<file path="config.mk">
export PLATFORM = sky130hd
export DESIGN_NAME = mod_wave_gen
export DESIGN_NICKNAME = d
export VERILOG_FILES = /design/src/rtl/mod_wave_gen_pkg.sv /design/src/rtl/mod_wave_shape.sv /design/src/rtl/mod_wave_gen.sv
export SDC_FILE = /design/constraint.sdc
export NUM_CORES = 1
export LEC_CHECK = 0
export ABC_AREA = 1
export BUFFER_PORTS_ARGS = -buffer_cell sky130_fd_sc_hd__buf_2
export CAP_MARGIN = 10
export CORE_MARGIN = 2
export CORE_UTILIZATION = 59
export CTS_BUF_LIST = sky130_fd_sc_hd__clkbuf_2
export CTS_CLUSTER_DIAMETER = 80
export DETAILED_ROUTE_END_ITERATION = 16
export PLACE_DENSITY = 0.87
export SLEW_MARGIN = 20
export SYNTH_ARGS = -nofsm -noshare
export SYNTH_HDL_FRONTEND = slang
export SYNTH_HIERARCHICAL = 1
export SYNTH_SLANG_ARGS = --single-unit
</file>
<file path="constraint.sdc">
create_clock -name clk -period 5.2 [get_ports clk]
set_input_delay 0.26 -clock clk [delete_from_list [all_inputs] [get_ports clk]]
set_output_delay 0.26 -clock clk [all_outputs]
set_load 0.02 [all_outputs]
</file>
<file path="src/rtl/mod_wave_gen_pkg.sv">
// Shared constants and types for the modulating-source waveform generator.
// Wave-select encodings, offset-binary midpoint and the config FSM state type.
package mod_wave_gen_pkg;

    localparam int PHASE_W = 24;
    localparam int OUT_W   = 14;
    localparam int AMP_W   = 14;

    localparam logic [1:0] WAVE_DC  = 2'd0;
    localparam logic [1:0] WAVE_SAW = 2'd1;
    localparam logic [1:0] WAVE_TRI = 2'd2;
    localparam logic [1:0] WAVE_SQR = 2'd3;

    localparam logic [13:0] MID_SCALE = 14'h2000;
    localparam logic [13:0] AMP_UNITY = 14'd8192;

    typedef enum logic {
        CFG_IDLE = 1'b0,
        CFG_PEND = 1'b1
    } cfg_state_t;

endpackage

</file>
<file path="src/rtl/mod_wave_shape.sv">
// Waveform select (S2) and signed amplitude scaling (S3), both registered.
// Shape and amplitude travel together through S2 so a sample never mixes configs.
module mod_wave_shape #(
    parameter int OUT_W = mod_wave_gen_pkg::OUT_W,
    parameter int AMP_W = mod_wave_gen_pkg::AMP_W
) (
    input  logic             clk,
    input  logic             rst,
    input  logic             en,
    input  logic [OUT_W:0]   phase_hi,
    input  logic [1:0]       wave,
    input  logic [AMP_W-1:0] amp,
    output logic [OUT_W-1:0] y
);
    import mod_wave_gen_pkg::*;

    localparam int PW = OUT_W + AMP_W + 1;

    logic [OUT_W-1:0]        p;
    logic [OUT_W-1:0]        u;
    logic [OUT_W-1:0]        shape;
    logic [OUT_W-1:0]        shape_q;
    logic [AMP_W-1:0]        amp_q;
    logic signed [OUT_W-1:0] s;
    logic signed [PW-1:0]    prod;

    // phase_hi carries phase[MSB:MSB-OUT_W]; p and u are the two overlapping windows.
    always_comb begin
        p = phase_hi[OUT_W:1];
        u = phase_hi[OUT_W-1:0];
        case (wave)
            WAVE_SAW: shape = p;
            WAVE_TRI: shape = phase_hi[OUT_W] ? ~u : u;
            WAVE_SQR: shape = phase_hi[OUT_W] ? '0 : '1;
            default:  shape = OUT_W'(MID_SCALE);
        endcase
    end

    // Offset binary to two's complement is a flip of the MSB.
    assign s    = $signed(shape_q ^ OUT_W'(MID_SCALE));
    assign prod = PW'(s) * PW'($signed({1'b0, amp_q}));

    always_ff @(posedge clk) begin
        if (rst) begin
            shape_q <= OUT_W'(MID_SCALE);
            amp_q   <= '0;
            y       <= '0;
        end else if (en) begin
            shape_q <= shape;
            amp_q   <= amp;
            y       <= OUT_W'(prod >>> (AMP_W - 1));
        end
    end

endmodule

</file>
<file path="src/rtl/mod_wave_gen.sv">
// Phase-accumulator modulating source: saw/triangle/square/DC with amplitude scaling.
// Config is handshaked into a shadow and applied at a phase wrap, phase_clr or while stopped.
module mod_wave_gen #(
    parameter int PHASE_W = mod_wave_gen_pkg::PHASE_W,
    parameter int OUT_W   = mod_wave_gen_pkg::OUT_W,
    parameter int AMP_W   = mod_wave_gen_pkg::AMP_W
) (
    input  logic               clk,
    input  logic               rst,
    input  logic               en,
    input  logic               phase_clr,
    input  logic               cfg_valid,
    output logic               cfg_ready,
    input  logic [PHASE_W-1:0] cfg_fmod,
    input  logic [1:0]         cfg_wave,
    input  logic [AMP_W-1:0]   cfg_amp,
    output logic [OUT_W-1:0]   mod_out,
    output logic               mod_valid,
    output logic               wrap
);
    import mod_wave_gen_pkg::*;

    // Handshake: a config word transfers on a cycle where cfg_valid and cfg_ready
    // are both high; the word must stay stable while cfg_valid is high and unaccepted.

    cfg_state_t         state;
    cfg_state_t         state_nxt;
    logic               capture;
    logic               apply;
    logic               carry;
    logic [PHASE_W:0]   phase_sum;
    logic [PHASE_W-1:0] phase;
    logic [PHASE_W-1:0] fmod_act;
    logic [PHASE_W-1:0] fmod_sh;
    logic [1:0]         wave_act;
    logic [1:0]         wave_sh;
    logic [AMP_W-1:0]   amp_act;
    logic [AMP_W-1:0]   amp_sh;
    logic [AMP_W-1:0]   amp_sat;
    logic [2:0]         valid_sr;
    logic [OUT_W-1:0]   y;

    assign phase_sum = {1'b0, phase} + {1'b0, fmod_act};
    assign carry     = en & ~phase_clr & phase_sum[PHASE_W];
    assign amp_sat   = (cfg_amp > AMP_W'(AMP_UNITY)) ? AMP_W'(AMP_UNITY) : cfg_amp;
    assign mod_valid = valid_sr[2];

    always_comb begin
        state_nxt = state;
        cfg_ready = 1'b0;
        capture   = 1'b0;
        apply     = 1'b0;
        case (state)
            CFG_IDLE: begin
                cfg_ready = ~rst;
                if (cfg_valid && !rst) begin
                    capture   = 1'b1;
                    state_nxt = CFG_PEND;
                end
            end
            CFG_PEND: begin
                // A capture on a wrap cycle lands here one cycle late, so it waits for the next wrap.
                if (carry || phase_clr || !en) begin
                    apply     = 1'b1;
                    state_nxt = CFG_IDLE;
                end
            end
            default: state_nxt = CFG_IDLE;
        endcase
    end

    always_ff @(posedge clk) begin
        if (rst) begin
            state    <= CFG_IDLE;
            phase    <= '0;
            fmod_act <= '0;
            wave_act <= WAVE_DC;
            amp_act  <= '0;
            fmod_sh  <= '0;
            wave_sh  <= WAVE_DC;
            amp_sh   <= '0;
            wrap     <= 1'b0;
            valid_sr <= '0;
            mod_out  <= OUT_W'(MID_SCALE);
        end else begin
            state <= state_nxt;
            if (capture) begin
                fmod_sh <= cfg_fmod;
                wave_sh <= cfg_wave;
                amp_sh  <= amp_sat;
            end
            if (apply) begin
                fmod_act <= fmod_sh;
                wave_act <= wave_sh;
                amp_act  <= amp_sh;
            end
            if (phase_clr) begin
                phase <= '0;
            end else if (en) begin
                phase <= phase_sum[PHASE_W-1:0];
            end
            wrap     <= carry;
            valid_sr <= {valid_sr[1:0], en};
            if (en) begin
                mod_out <= y + OUT_W'(MID_SCALE);
            end
        end
    end

    mod_wave_shape #(
        .OUT_W(OUT_W),
        .AMP_W(AMP_W)
    ) u_shape (
        .clk      (clk),
        .rst      (rst),
        .en       (en),
        .phase_hi (phase[PHASE_W-1 -: OUT_W+1]),
        .wave     (wave_act),
        .amp      (amp_act),
        .y        (y)
    );

endmodule

</file>
==> results.md, run 1 <==
* Status: finished with violations
* Failing checks: negative setup slack
* Routed WL at 42.4 mm
* Worst slew pin tran at 1.02 ns
* Crit share post-route at 100%
* Top cell type by total area after synthesis: dfxtp_1
* CP Launch Type: flip-flop
* FFs w/ async S/R, synth at 0%
* CTS sink count at 165
* Die area at 27,200 sq um
* Most frequent cells in the layout: nand2_1 (556), inv_1 (462), nor2_1 (239), fa_1 (139), dfxtp_1 (138)
* Syn_area_per_cell at 6.79 sq um
* CTS max path bufs at 2
* Core area at 25,300 sq um
* Hold WC Path Type: input pin to flip-flop
* Iter 0 DRT Violations at 1,091
* Post-synth top flop: dfxtp_1
* Commonest non-fill, non-tap cell in the layout: nand2_1
* Largest family of logic cells by synthesized area: adder cells
* # fillers at 2,040
* Clock Skews at 0.0535 ns
* Top cells by area, synth: dfxtp_1 (22%), fa_1 (19%), nand2_1 (14%)
* CP required at 5.87 ns
* Cells after Synth at 2,249
* Critical Path End Type: flip-flop
* Initial antenna violation count at 2
* Max-slew violations at 0
* Mapped Nets at 2,554
* Crit path max fanout at 8
* Critical path class: flip-flop to flip-flop
* Synth-to-Final Area Change at 13.2%
* # IOs at 62
* Synth Cell Area at 15,300 sq um
* Final GP Congestion at 0.945
* I/O Buffers at 61
* Post-DRT Antenna Nets at 0
* Nets at 2,663
* Clk root buf: clkbuf_2
* Final hold violation count at 0
* Layout cell share with drive strength beyond 1 at 11.5%
* Leak at 0.00976 uW
* Max_slew headroom at 32.0%
* Area share of fa/ha/maj cells after synthesis at 28.3%
* Unrepaired setup endpoints after global routing: yes
* Chip height at 165 um
* Die boundary width at 165 um
* Cell Pwr Density at 163 nW/um^2
* Average vias per placed instance at 5.38
* Ys Warns at 6
* Minimum clock period at 5.20 ns
* Hold_ws at 0.218 ns
* Area after DPL at 16,100 sq um
* CTS clk-pin slew, worst paths at 0.32 ns
* Drt first pass iters at 6
* FMAX at 192 MHz
* Starting Density at 60.3%
* Number of flops mapped to enable cells by yosys at 0
* Clk Latency, worst-skew pair at 0.78 ns
* Vias in the first global route at 14,100
* Row count at 58
* VDD IR max at 0.163 mV
* CTS tree: done
* PnR worst setup slack at -0.00176 ns
* DR DRC count at 0
* Gr ovfl total at 0
* Synth Area in Compound Gates at 8.14%
* Seq/Total Area, Yosys at 21.6%
* Dpl hpwl at 30.1 mm
* #FFs+latches synth at 165
* CTS buffer count at 17
* Synth Area in Simple Gates at 27.3%
* Mux cell area share after synthesis at 0%
* Finished Cell Area at 17,300 sq um
* Vias post-DR at 14,500
* Global-route wire length before repair at 67.5 mm
* GRT Util Overall at 31.2%
* Post-synth top area share at 21.6%
* Max_cap viols at 0
* DR WL/cell at 15.7 um
* Xor/xnor share of the synthesized area at 0.631%
* Yosys cell types at 40
* Final setup fails at 1
* Critical path arrival at 5.88 ns
* H-tree depth at 4
* Largest net degree at the start of global routing at 86
power breakdown:
group          leakage, uW  switching, uW  internal, uW
Combinational      0.00824            369           238
Sequential         0.00137           65.8          1340
Clock             0.000153            585           209
layer usage:
layer | vias to the layer above | share of wire (%) | global-route usage, % | wire length, um
met2 | 620 | 49 | 54.5 | 20800
li1 | 7008 | - | - | -
met1 | 6795 | 41 | 39.3 | 17200
met5 | - | 0 | 0 | 0
met4 | 0 | 3.0 | 11.1 | 1280
met3 | 111 | 7.3 | 4.75 | 3080
cells by family (layout without fill, tap and decap cells):
| kind of cell | after synthesis | after routing |
|---|---|---|
| flip-flops | 165 | 165 |
| AND/OR/NAND/NOR | 1015 | 1015 |
| XOR/XNOR | 11 | 11 |
| AO/OA/AOI/OAI | 237 | 237 |
| other | 0 | 2 |
| adder cells (fa/ha/maj) | 260 | 260 |
| buffers and inverters | 561 | 683 |
final timing paths:
path | slack [ns] | depth (start not counted) | start | end
worst max-delay path | -0.002 | 24 | u_shape/amp_q[7] | u_shape/y[6]
worst min-delay path | 0.22 | 4 | cfg_valid | amp_sh[2]
worst max register to register | -0.002 | 24 | u_shape/amp_q[7] | u_shape/y[6]
worst min register to register | 0.40 | 2 | valid_sr[0] | valid_sr[1]
state kept, by name, summed over array words and instances (netlist names), 2 cells and up:
name             flops
amp_act             14
amp_sh              14
fmod_act            24
fmod_sh             24
mod_out             14
phase               24
u_shape/amp_q       14
u_shape/shape_q     14
u_shape/y           14
valid_sr             3
wave_act             2
wave_sh              2
cell usage after synthesis (6+ instances only):
master	instances
buf_1	11
dfxtp_1	165
or2_2	19
nor2_1	248
nand4_1	17
xor2_1	10
inv_1	467
nand3_1	136
fa_1	142
nand2_2	8
buf_4	6
clkbuf_1	70
a21oi_1	125
nand2_1	565
o21ai_0	85
ha_1	118
critical path, stage by stage, from the launching register on:
cell      delay (ns)
dfxtp_4         0.44
nand2_2         0.06
inv_1           0.05
fa_1            0.53
inv_1           0.05
fa_1            0.52
inv_2           0.04
fa_1            0.49
inv_1           0.05
fa_1            0.49
inv_2           0.04
fa_1            0.55
fa_2            0.52
ha_4            0.35
nand2_4         0.08
inv_4           0.06
nand2_1         0.06
a21boi_2        0.18
nor2_2          0.07
nand2_2         0.08
nand2_2         0.06
nand3_2         0.06
nand2_1         0.06
nor2_1          0.15
nor2_1          0.07
per-stage QoR:
stage	total power, uW	setup TNS [ns]	setup WS [ns]	utilization (%)	std cells
after floorplan	1790	0	0.123	-	2249
after global placement	1950	-0.00462	-0.00462	63.5	2609
after detailed placement	1960	-0.242	-0.0761	63.5	2609
after CTS	2770	0	0.000165	66.9	2697
after global routing	2930	-1.57	-0.181	68.2	2703
final	2810	-0.00176	-0.00176	68.2	2703
area by class of cell:
type	instances	area, sq um	share of cell area [%]
clock inverters	15	188	1.09
flip-flops and latches	165	3370	19.5
repair buffers	182	1370	7.94
clock buffers	17	85.1	0.492
multi-input cells	1523	10100	58.4
diodes	2	5.00	0.0290
well taps	330	413	2.39
inverters	469	1760	10.2
repair_timing:
| action | in CTS | in global routing |
|---|---|---|
| cloned | 0 | 0 |
| endpoints found under the hold margin | 46 | 0 |
| hold buffers | 56 | 0 |
| resized for setup | 19 | 84 |
| pin swaps | 0 | 22 |
| setup buffers | 0 | 3 |
| endpoints found under the setup margin | 11 | 14 |
(Power assumes the default switching activity.)
==> run 2, diff against run 1 <==
--- a/config.mk
+++ b/config.mk
@@ -13,7 +13,7 @@
 export CTS_BUF_LIST = sky130_fd_sc_hd__clkbuf_2
 export CTS_CLUSTER_DIAMETER = 80
 export DETAILED_ROUTE_END_ITERATION = 16
-export PLACE_DENSITY = 0.87
+export PLACE_DENSITY = 0.8
 export SLEW_MARGIN = 20
 export SYNTH_ARGS = -nofsm -noshare
 export SYNTH_HDL_FRONTEND = slang
==> results.md, run 2 (synthesized netlist as in run 1, its figures left out) <==
* Crit path max fanout at 5
* CTS buffer count at 17
* Setup TNS at 0 ns
* Iter 0 DRT Violations at 1,083
* Hold WC Path Type: input pin to flip-flop
* CTS sink count at 165
* Critical path class: flip-flop to flip-flop
* Critical Path End Type: flip-flop
* Multi-input gate area at 10,100 sq um
* FMAX at 196 MHz
* Worst Hold Depth at 4
* Final setup fails at 0
* Layout cell share with drive strength beyond 1 at 11.4%
* Slowest stage delay, CP at 0.58 ns
* Post-Route Utilization at 67.9%
* Unrepaired setup endpoints after global routing: yes
* Final GP Congestion at 0.967
* Max-slew violations at 0
* Routed WL at 40.2 mm
* # fillers at 2,108
* Worst slew pin tran at 1.01 ns
* Die area at 27,200 sq um
* Clk Latency, worst-skew pair at 0.77 ns
* DR WL/cell at 14.9 um
* Register Area at 3360 sq um
* Nets at 2,660
* H-tree depth at 4
* Starting Density at 60.3%
* Max_slew headroom at 32.5%
* I/O Buffers at 61
* Hold Startpoint: en
* CP Launch Type: flip-flop
* CTS max path bufs at 2
* # IOs at 62
* Leak at 0.00970 uW
* R2R setup slack at 0.09 ns
* VDD IR max at 0.160 mV
* Row count at 58
* Max_cap viols at 0
* Minimum clock period at 5.11 ns
* Final hold violation count at 0
* Global-route wire length before repair at 65.9 mm
* RR Endpoint: u_shape/y[10]
* Commonest non-fill, non-tap cell in the layout: nand2_1
* Critical path arrival at 5.76 ns
* CTS tree: done
* Vias post-DR at 14,400
* Gr ovfl total at 0
* Top flop regs: fmod_act x24, fmod_sh x24, phase x24
* CP required at 5.85 ns
* Dpl hpwl at 29.5 mm
* Crit share post-route at 98.2%
* Core area at 25,300 sq um
* Most used cell, CP: fa_1
* GRT Util Overall at 30.3%
* Cell Pwr Density at 159 nW/um^2
* Chip height at 165 um
* Synth-to-Final Area Change at 12.5%
* CP max-delay cell: fa_1
* Largest net degree at the start of global routing at 82
* CTS clk-pin slew, worst paths at 0.31 ns
* Hold_ws at 0.0801 ns
* Clk root buf: clkbuf_2
* Worst r2r path cells at 20
* Vias in the first global route at 14,200
* Die boundary width at 165 um
* Critical R2R Launch: u_shape/amp_q[9]
* Status: complete, no violations
* Drt first pass iters at 6
* Initial antenna violation count at 2
* Critical path, cell by cell: buf_6 > nand2_2 > inv_2 > fa_1 > inv_2 > fa_1 > inv_2 > fa_1 > fa_1 > fa_1 > fa_1 > ha_4 > a21oi_1 > o21ai_0 > o21ai_0 > nand3_1 > nand2_1 > nand3_1 > nand2_1 > inv_1
* Clock Skews at 0.0595 ns
* DR DRC count at 0
* Post-DRT Antenna Nets at 0
* Most frequent cells in the layout: nand2_1 (552), inv_1 (460), nor2_1 (240), fa_1 (139), dfxtp_1 (139)
* Worst hold endpoint: u_shape/y[7]
* Average vias per placed instance at 5.33
[run 2: cell count changes in the layout (fill, tap and decap cells not counted), moves of 3 or more]
cell,previous run,this run
dlygate4sd3_1,56,52
nand2_1,556,552
nand2_2,15,19
clkinv_8,3,0
inv_2,6,9
inv_6,0,3
nand3_1,132,135
nor3_1,1,4
[run 2: report_power, final]
part | leakage, uW | internal, uW | total, uW | switching (uW)
combinational | 0.00820 | 243 | 609 | 366
sequential | 0.00137 | 1340 | 1410 | 64.7
clock | 0.000132 | 187 | 721 | 534
total | 0.00970 | 1770 | 2740 | 965
[run 2: what timing repair did]
action,4_1_cts,5_1_grt
pin swaps,0,35
endpoints found under the setup margin,11,14
gates resized for setup,4,95
hold endpoints to repair,44,0
hold buffers,52,0
setup buffers,0,7
[run 2: final cells by class]
| type | instances | share of cell area [%] |
|---|---|---|
| Multi-Input combinational cell | 1523 | 58.5 |
| Antenna cell | 2 | 0.0291 |
| Inverter | 469 | 10.2 |
| Timing Repair Buffer | 179 | 7.94 |
| Sequential cell | 165 | 19.6 |
| Tap cell | 330 | 2.40 |
| Clock inverter | 15 | 0.852 |
| Clock buffer | 17 | 0.495 |
[run 2: stage by stage]
| step | power (uW) | setup slack [ns] | std cells | area, sq um |
|---|---|---|---|---|
| after CTS | 2710 | 0.0120 | 2690 | 16800 |
| after floorplan | 1790 | 0.123 | 2249 | 15300 |
| after global routing | 2880 | -0.0824 | 2700 | 17200 |
| final | 2740 | 0.0944 | 2700 | 17200 |
| after detailed placement | 1970 | -0.0516 | 2606 | 16100 |
| after global placement | 1950 | 0.0371 | 2606 | 16100 |
[run 2: worst max-delay path by stage]
stage,slack [ns],cells past startpoint,from,endpoint
after floorplan,0.12,22,u_shape/shape_q[5],u_shape/y[6]
after global placement,0.04,23,u_shape/amp_q[10],u_shape/y[6]
after detailed placement,-0.05,23,u_shape/amp_q[10],u_shape/y[6]
after CTS,0.01,24,u_shape/amp_q[6],u_shape/y[6]
after global routing,-0.08,24,u_shape/shape_q[2],u_shape/y[6]
final,0.09,20,u_shape/amp_q[9],u_shape/y[10]
[run 2: critical path, delay by kind of cell, from the launching register on]
kind                     cells  cell delay [ns]
buffers and inverters        5             0.28
flip-flops                   1             0.42
adder cells (fa/ha/maj)      7             3.34
AO/OA/AOI/OAI                3             0.62
AND/OR/NAND/NOR              5             0.37
[run 2: per-layer routing]
| layer | share of wire (%) | vias up | global-route usage [%] | routed length [um] |
|---|---|---|---|---|
| met1 | 41 | 6766 | 37.3 | 16300 |
| met3 | 5.2 | 115 | 3.54 | 2100 |
| met4 | 3.1 | 0 | 10.8 | 1260 |
| met2 | 51 | 504 | 54.9 | 20600 |
| li1 | - | 7003 | - | - |
| met5 | 0 | - | 0 | 0 |
==> run 3, diff against run 2 <==
--- a/config.mk
+++ b/config.mk
@@ -9,11 +9,11 @@
 export BUFFER_PORTS_ARGS = -buffer_cell sky130_fd_sc_hd__buf_2
 export CAP_MARGIN = 10
 export CORE_MARGIN = 2
-export CORE_UTILIZATION = 59
+export CORE_UTILIZATION = 55
 export CTS_BUF_LIST = sky130_fd_sc_hd__clkbuf_2
-export CTS_CLUSTER_DIAMETER = 80
 export DETAILED_ROUTE_END_ITERATION = 16
-export PLACE_DENSITY = 0.8
+export PLACE_DENSITY = 0.75
+export SETUP_SLACK_MARGIN = 0.1
 export SLEW_MARGIN = 20
 export SYNTH_ARGS = -nofsm -noshare
 export SYNTH_HDL_FRONTEND = slang
==> results.md, run 3 (synthesized netlist as in run 1, its figures left out) <==
* Status: complete, no violations
* Hold WC Path Type: input pin to flip-flop
* Global-route wire length before repair at 65.5 mm
* I/O Buffers at 61
* CTS clk-pin slew, worst paths at 0.29 ns
* N_diodes at 0
* Final setup fails at 0
* Slowest stage delay, CP at 0.56 ns
* FMAX at 196 MHz
* Gr ovfl total at 0
* CP required at 5.90 ns
* Clk root buf: clkbuf_2
* Post-Route Utilization at 64.4%
* Clock Skews at 0.0709 ns
* Non-Filler Instances at 2,752
* # IOs at 62
* Post-DRT Antenna Nets at 0
* CTS buffer count at 17
* Critical Path End Type: flip-flop
* Critical path, cell by cell: nand2_1 > inv_2 > fa_1 > inv_1 > fa_1 > inv_1 > fa_1 > inv_2 > fa_1 > inv_2 > fa_1 > fa_1 > ha_4 > nand4_1 > nor3_2 > nand2_1 > nand3_2 > xor2_2 > o21ai_1 > inv_1
* Clk Latency, worst-skew pair at 0.78 ns
* Cell Pwr Density at 157 nW/um^2
* Commonest non-fill, non-tap cell in the layout: nand2_1
* Core area at 27,100 sq um
* Iter 0 DRT Violations at 891
* DR WL/cell at 14.7 um
* R2R setup slack at 0.09 ns
* Drt first pass iters at 7
* Vias in the first global route at 13,800
* GRT Util Overall at 28.3%
* Largest net degree at the start of global routing at 82
* Max-slew violations at 0
* Top flop regs: fmod_act x24, fmod_sh x24, phase x24
* CP max-delay cell: fa_1
* Nets at 2,673
* Dpl hpwl at 30.4 mm
* Minimum clock period at 5.11 ns
* Average vias per placed instance at 5.13
* Most used cell, CP: fa_1
* Crit share post-route at 98.2%
* Initial antenna violation count at 0
* Starting Density at 56.3%
* Critical path class: flip-flop to flip-flop
* Unrepaired setup endpoints after global routing: yes
* Row count at 60
* CTS max path bufs at 2
* Die area at 29,100 sq um
* CTS sink count at 165
* Chip height at 171 um
* Critical path arrival at 5.81 ns
* Die boundary width at 171 um
* CTS tree: done
* Most frequent cells in the layout: nand2_1 (550), inv_1 (461), nor2_1 (238), fa_1 (138), dfxtp_1 (137)
* Leak at 0.00983 uW
* Tot Pwr at 2740 uW
* Crit path max fanout at 4
* H-tree depth at 4
* CP top delay family: adder cells
* Vias post-DR at 14,100
* Final GP Congestion at 0.939
* Synth-to-Final Area Change at 14.4%
* CP Launch Type: flip-flop
* DR DRC count at 0
* # fillers at 2,445
* Dpl cells at 2,656
* Routed WL at 40.5 mm
* Worst slew pin tran at 0.881 ns
* Max_cap viols at 0
* Max_slew headroom at 41.0%
* VDD IR max at 0.146 mV
* CP bufs+invs at 6
* Layout cell share with drive strength beyond 1 at 12.5%
* Final hold violation count at 0
==> run 3: cell types whose count changed in the layout (fill, tap and decap cells not counted), moves of 3 or more <==
cell / before / now
nand3_1: 135 / 131
buf_4: 60 / 72
nand3_2: 2 / 6
dfxtp_4: 10 / 15
dfxtp_2: 16 / 13
==> run 3: path summary, 6_finish.rpt <==
check	from	to	cells past startpoint
setup / recovery	u_shape/amp_q[7]	u_shape/y[1]	20
hold reg to reg	valid_sr[1]	valid_sr[2]	2
setup reg to reg	u_shape/amp_q[7]	u_shape/y[1]	20
hold / removal	cfg_valid	amp_sh[6]	4
==> run 3: through the flow <==
stage          setup WS (ns)  hold slack [ns]  TNS, ns  cell area [sq um]
2_1_floorplan          0.123            0.388        0              15300
3_3_place_gp          0.0109            0.388        0              16200
3_5_place_dp         -0.0379            0.398  -0.0542              16200
4_1_cts               0.0992            0.237        0              17000
5_1_grt              -0.0884            0.197   -0.364              17500
6_report              0.0920            0.220        0              17500
==> run 3: area by class of cell <==
cell class | instances | area (sq um) | area share [%]
clock buffers | 17 | 85.1 | 0.487
inverters | 469 | 1760 | 10.1
repair buffers | 192 | 1460 | 8.37
clock inverters | 14 | 140 | 0.802
well taps | 372 | 465 | 2.67
multi-input cells | 1523 | 10200 | 58.3
flip-flops and latches | 165 | 3380 | 19.3
==> run 3: per-layer routing <==
metal / up-vias / part of all wire (%) / global-route usage [%] / routed length, um
met1: 6645 / 42 / 35.4 / 17200
met4: 0 / 2.3 / 8.40 / 945
met5: - / 0 / 0 / 0
met3: 70 / 4.7 / 2.87 / 1880
li1: 7021 / - / - / -
met2: 381 / 51 / 51.4 / 20500
==> run 3: power breakdown <==
part | internal [uW] | leakage [uW] | switching, uW
Clock | 185 | 0.000130 | 542
Sequential | 1340 | 0.00137 | 63.2
Combinational | 247 | 0.00833 | 366
Total | 1770 | 0.00983 | 971
==> run 3: worst reg2reg max path: stages (launching register included) <==
cell	delay, ns
dfxtp_4	0.42
nand2_1	0.07
inv_2	0.04
fa_1	0.53
inv_1	0.05
fa_1	0.47
inv_1	0.05
fa_1	0.51
inv_2	0.05
fa_1	0.53
inv_2	0.05
fa_1	0.57
fa_1	0.49
ha_4	0.34
nand4_1	0.17
nor3_2	0.24
nand2_1	0.10
nand3_2	0.10
xor2_2	0.16
o21ai_1	0.07
inv_1	0.06
==> run 3: repair_timing <==
| action | 4_1_cts | 5_1_grt |
|---|---|---|
| endpoints found under the hold margin | 61 | 0 |
| pin swaps | 0 | 36 |
| hold buffers | 53 | 0 |
| setup buffers | 3 | 8 |
| setup endpoints to repair | 14 | 14 |
| gates cloned | 0 | 0 |
| resized for setup | 29 | 100 |
